**src/rtl/logic16_arbiter_pkg.sv**
```systemverilog
// Shared definitions for the logic16 arbiter: opcodes, FSM states and the
// 16-bit bitwise function evaluated on the latched operands.
package logic16_arbiter_pkg;

   localparam logic [1:0] OP_AND  = 2'b00;
   localparam logic [1:0] OP_OR   = 2'b01;
   localparam logic [1:0] OP_NOT  = 2'b10;
   localparam logic [1:0] OP_PASS = 2'b11;

   typedef enum logic [1:0] {
      IDLE = 2'd0,
      EXEC = 2'd1,
      RESP = 2'd2
   } state_t;

   function automatic logic [15:0] logic16_eval(input logic [1:0]  op_v,
                                                input logic [15:0] a_v,
                                                input logic [15:0] b_v);
      logic [15:0] res_v;
      case (op_v)
         OP_AND:  res_v = a_v & b_v;
         OP_OR:   res_v = a_v | b_v;
         OP_NOT:  res_v = ~a_v;
         OP_PASS: res_v = a_v;
         default: res_v = 16'h0000;
      endcase
      return res_v;
   endfunction

endpackage

```
**src/rtl/logic16_arbiter_rr_pick.sv**
```systemverilog
// Combinational round-robin picker: first set req bit at or above ptr,
// wrapping modulo N. Reusable by any arbiter that keeps its own pointer.
module rr_pick #(
   parameter int N   = 4,
   parameter int IDW = 2
) (
   input  logic [N-1:0]   req,
   input  logic [IDW-1:0] ptr,
   output logic [N-1:0]   onehot,
   output logic [IDW-1:0] index,
   output logic           found
);

   function automatic int wrap_idx(input int base, input int step);
      return (base + step) % N;
   endfunction

   logic [IDW-1:0] cand_s;

   // Scan candidates in priority order starting from ptr; first hit wins.
   always_comb begin
      onehot = {N{1'b0}};
      index  = {IDW{1'b0}};
      found  = 1'b0;
      cand_s = {IDW{1'b0}};
      for (int k = 0; k < N; k++) begin
         cand_s = IDW'(wrap_idx(int'(ptr), k));
         if (!found && req[cand_s]) begin
            found          = 1'b1;
            index          = cand_s;
            onehot[cand_s] = 1'b1;
         end else begin
            found = found;
         end
      end
   end

endmodule

```
**src/rtl/logic16_arbiter.sv**
```systemverilog
// Round-robin arbiter sharing one 16-bit bitwise logic unit among N clients;
// operands are latched on grant and the result returned via valid/ready.
module logic16_arbiter
   import logic16_arbiter_pkg::*;
#(
   parameter int N   = 4,
   parameter int IDW = 2
) (
   input  logic            clk,
   input  logic            rst_n,
   input  logic [N-1:0]    req,
   input  logic [2*N-1:0]  op,
   input  logic [16*N-1:0] a,
   input  logic [16*N-1:0] b,
   output logic [N-1:0]    grant,
   output logic [15:0]     out,
   output logic            out_valid,
   output logic [IDW-1:0]  out_id,
   input  logic            out_ready,
   output logic            busy
);

   state_t         state_r;
   logic [IDW-1:0] ptr_r;
   logic [1:0]     op_l_r;
   logic [15:0]    a_l_r;
   logic [15:0]    b_l_r;

   logic [N-1:0]   pick_onehot_s;
   logic [IDW-1:0] pick_index_s;
   logic           pick_found_s;
   logic [1:0]     op_sel_s;
   logic [15:0]    a_sel_s;
   logic [15:0]    b_sel_s;

   rr_pick #(.N(N), .IDW(IDW)) u_rr_pick (
      .req    (req),
      .ptr    (ptr_r),
      .onehot (pick_onehot_s),
      .index  (pick_index_s),
      .found  (pick_found_s)
   );

   // Route the winner's operand lanes to the capture registers.
   always_comb begin
      op_sel_s = 2'b00;
      a_sel_s  = 16'h0000;
      b_sel_s  = 16'h0000;
      for (int i = 0; i < N; i++) begin
         if (pick_onehot_s[i]) begin
            op_sel_s = op[2*i +: 2];
            a_sel_s  = a[16*i +: 16];
            b_sel_s  = b[16*i +: 16];
         end else begin
            op_sel_s = op_sel_s;
         end
      end
   end

   // Arbitration FSM with registered grant/result/handshake outputs.
   always_ff @(posedge clk or negedge rst_n) begin
      if (!rst_n) begin
         state_r   <= IDLE;
         ptr_r     <= {IDW{1'b0}};
         op_l_r    <= 2'b00;
         a_l_r     <= 16'h0000;
         b_l_r     <= 16'h0000;
         grant     <= {N{1'b0}};
         out       <= 16'h0000;
         out_valid <= 1'b0;
         out_id    <= {IDW{1'b0}};
         busy      <= 1'b0;
      end else begin
         case (state_r)
            IDLE: begin
               if (pick_found_s) begin
                  op_l_r  <= op_sel_s;
                  a_l_r   <= a_sel_s;
                  b_l_r   <= b_sel_s;
                  out_id  <= pick_index_s;
                  grant   <= pick_onehot_s;
                  busy    <= 1'b1;
                  state_r <= EXEC;
               end else begin
                  grant   <= {N{1'b0}};
               end
            end
            EXEC: begin
               grant     <= {N{1'b0}};
               out       <= logic16_eval(op_l_r, a_l_r, b_l_r);
               out_valid <= 1'b1;
               state_r   <= RESP;
            end
            RESP: begin
               if (out_ready) begin
                  out_valid <= 1'b0;
                  busy      <= 1'b0;
                  state_r   <= IDLE;
                  // Just-served requester drops to lowest priority.
                  if (out_id == IDW'(N - 1)) begin
                     ptr_r <= {IDW{1'b0}};
                  end else begin
                     ptr_r <= out_id + {{(IDW-1){1'b0}}, 1'b1};
                  end
               end else begin
                  out_valid <= 1'b1;
               end
            end
            default: begin
               grant     <= {N{1'b0}};
               out_valid <= 1'b0;
               busy      <= 1'b0;
               state_r   <= IDLE;
            end
         endcase
      end
   end

endmodule
```
**config.mk**
```make
export PLATFORM = sky130hd
export DESIGN_NAME = logic16_arbiter
export DESIGN_NICKNAME = d
export VERILOG_FILES = /design/src/rtl/logic16_arbiter_pkg.sv /design/src/rtl/logic16_arbiter_rr_pick.sv /design/src/rtl/logic16_arbiter.sv
export SDC_FILE = /design/constraint.sdc
export NUM_CORES = 1
export LEC_CHECK = 0
export ABC_AREA = 0
export CAP_MARGIN = 20
export CORE_MARGIN = 3
export CORE_UTILIZATION = 46
export DETAILED_ROUTE_END_ITERATION = 8
export PLACE_DENSITY = 0.85
export SYNTH_ARGS = -nofsm -noshare
export SYNTH_HDL_FRONTEND = slang
export SYNTH_SLANG_ARGS = --single-unit
```
**constraint.sdc**
```tcl
create_clock -name clk -period 8.1 [get_ports clk]
set_input_delay 1.62 -clock clk [delete_from_list [all_inputs] [get_ports clk]]
set_output_delay 1.62 -clock clk [all_outputs]
set_load 0.1 [all_outputs]
```
==> results.yml <==
critical_path:
  worstPathCellList: "clkdlybuf4s50_1 -> mux4_2 -> nor4b_4 -> nand2_2 -> a221oi_4 -> buf_4 -> a22oi_1 -> a211oi_1"
  cp_data_arrival_time_ns: 5.09
  cp_max_fo: 23
  cp.required_ns: 8.34
  critical-path-max-stage-delay_ns: 0.67
  crit_path_end_kind: "flop"
  startpoint_type: "input port"
  slowest_stage: "a221oi_4"
  crit_type: "in -> reg"
job:
  maxCapViolCount: 0
power:
  powerDensity_nw_per_um2: 478.1
  power_leakage_nw: 2.216
  peakVddDrop_mv: 0.2677
timing:
  setup_viol: 0
  rsz0062_at_grt: "false"
  slew_violations: 0
  hold_violations: 0
  finalCriticalPeriod_ns: 4.848
  fin_tns_setup_ns: 0
  finClkSkew_ns: 0.009900
  fmax_ghz: 0.2063
  fin_crit_sh_pct: 59.86
  worst_pin_slew_ns: 1.041
  holdWs_ns: 0.4909
  maxSlewHeadroom_pct: 30.38
logic_synthesis:
  syn-cell-area_um2: 4090
  yosysWarningCount: 0
  synth_top_flop_cell: "dfrtp_1"
  ys_ff_latch: 62
  synth_top_cell_by_area: "dfrtp_1"
  synthDistinctLibCells: 48
  synth_top_area_share_pct: 37.93
  synth_fp_nets: 568
  synth_area_leaders: "dfrtp_1 38%, a211oi_2 8.9%, a22oi_2 8.9%"
  yosysSeqAreaShare_pct: 37.93
  synth_area_per_cell_um2: 9.880
  synthCells: 414
  synth-edff-count: 0
  async_flop_share_pct: 100.0
detailed_routing:
  vias: 4007
  drc: 0
  drt_wl_total_um: 12930
  first_iter_violations: 163
  ant_nets: 0
  routed_via_density: 5.999
  first_pass_iters: 4
  wl_per_cell_um: 19.35
finish:
  areaGrowthSynthToFinish_pct: 46.74
  postLayoutCoreUtil_pct: 71.26
  final_nets: 713
  final_common_cell: "clkdlybuf4s50_1"
  design_area_um2: 6002
  n_antenna_cell: 0
  final_cell_mix: "165 x clkdlybuf4s50_1, 73 x nor2_1, 62 x dfrtp_1"
  layout-drive-gt1-share_pct: 16.16
clock_network:
  cts_tree: "yes"
  cts.sinks: 62
  postCtsHoldBufs: 0
  postCtsSetupRepairBufs: 0
  clock-root-buffer: "clkbuf_8"
  cts-buffers-inserted: 9
  cts_max_path_buffers: 2
  htree_levels: 3
  clkTransAtPathRegs_ns: 0.07
  clock_latency_ns: 0.34
  post_cts_resized: 0
placed_design:
  io_buffers: 166
  gp_congestion: 0.8820
  post-dp-hpwl_um: 9429
  post_dp_cell_area_um2: 5766
floorplanning:
  die-area_um2: 10060
  die-width_um: 100.3
  rows: 33
  ioPinCount: 167
  initial_utilization_pct: 48.56
  die_h_um: 100.3
  core_area_um2: 8423
min_path:
  hp-class: "reg -> reg"
grt:
  grt_pass1_wl_um: 20530
  grtUsageTotal_pct: 26.01
  antenna_found_initial: 0
  grt_pass1_vias: 4161
  grt_max_degree: 63
  grt-ovfl-total: 0
run_status:
  status: "complete, no violations"
[synth_stat cells (2+ instances only)]
master,count
buf_6,6
mux2i_1,4
nand3b_1,4
mux2_2,2
a211oi_2,29
inv_1,5
nor2_1,73
a31oi_1,16
a22oi_1,5
o2bb2ai_1,2
mux4_2,3
a2bb2oi_1,2
buf_1,2
a22oi_2,29
ha_1,11
o22ai_1,33
buf_2,7
buf_4,2
clkbuf_1,19
a211oi_1,5
a21oi_1,23
nor2b_1,11
o211ai_1,7
a21o_1,2
nand2_1,10
dfrtp_1,62
o21ai_0,17
nand2b_1,3
[routing by layer]
layer / track usage, % / routed length (um) / up-vias
li1: - / - / 1872
met1: 31.99 / 5235 / 1929
met2: 44.80 / 6456 / 174
met3: 4.934 / 850 / 32
met4: 10.47 / 387 / 0
met5: 0 / 0 / -
[where the power goes]
group | switching [mW] | leakage (nW) | internal [mW]
Combinational | 1.21 | 1.39 | 0.702
Clock | 0.121 | 0.119 | 0.211
Sequential | 0.154 | 0.706 | 0.475
Total | 1.48 | 2.22 | 1.39
[worst max-delay path: cells and delay by family]
family / cells / cell delay (ns)
AOI/OAI and AO/OA: 3 / 1.12
buffers and inverters: 2 / 1.00
and+or+nand+nor: 2 / 0.67
muxes: 1 / 0.66
[state kept, by name, indices dropped and copies added, names as in the netlist]
name       cells
b_l_r         16
grant          4
state_r        2
ptr_r          2
op_l_r         2
out_id         2
out_valid      1
a_l_r         16
busy           1
out           16
[through the flow]
stage	worst slack (ns)	cells	total power, mW
floorplan	4.443	414	2.104
global placement	2.910	651	2.438
detailed placement	2.943	653	2.532
CTS	3.232	668	2.875
global route	3.004	668	3.044
finish	3.252	668	2.869
[worst paths after layout]
kind                          start  slack (ns)   endpoint  cells past startpoint
max                          req[2]        3.25  b_l_r[10]                      8
min                        grant[2]        0.49   grant[2]                      2
max reg2reg                ptr_r[0]        3.66  b_l_r[10]                      9
min reg2reg                grant[2]        0.49   grant[2]                      2
max in group asynchronous     rst_n        6.14       busy                      2
min in group asynchronous     rst_n        1.44     out[3]                      2
[final cells by class]
cell class	count	area, um2
Clock buffer	11	141.4
Clock inverter	4	95.09
Fill cell	626	2421
Inverter	5	18.77
Multi-Input combinational cell	311	2350
Sequential cell	62	1551
Tap cell	105	131.4
Timing Repair Buffer	170	1714
[cells by family after synthesis]
kind of cell / after synthesis / synth area share, %
adders and majority gates: 11 / 3.365
DFF: 62 / 37.93
muxes: 10 / 3.824
and+or+nand+nor: 108 / 12.24
buffers and inverters: 41 / 5.261
AOI/OAI and AO/OA: 182 / 37.38
No activity file was read; power rests on OpenSTA's default activity.
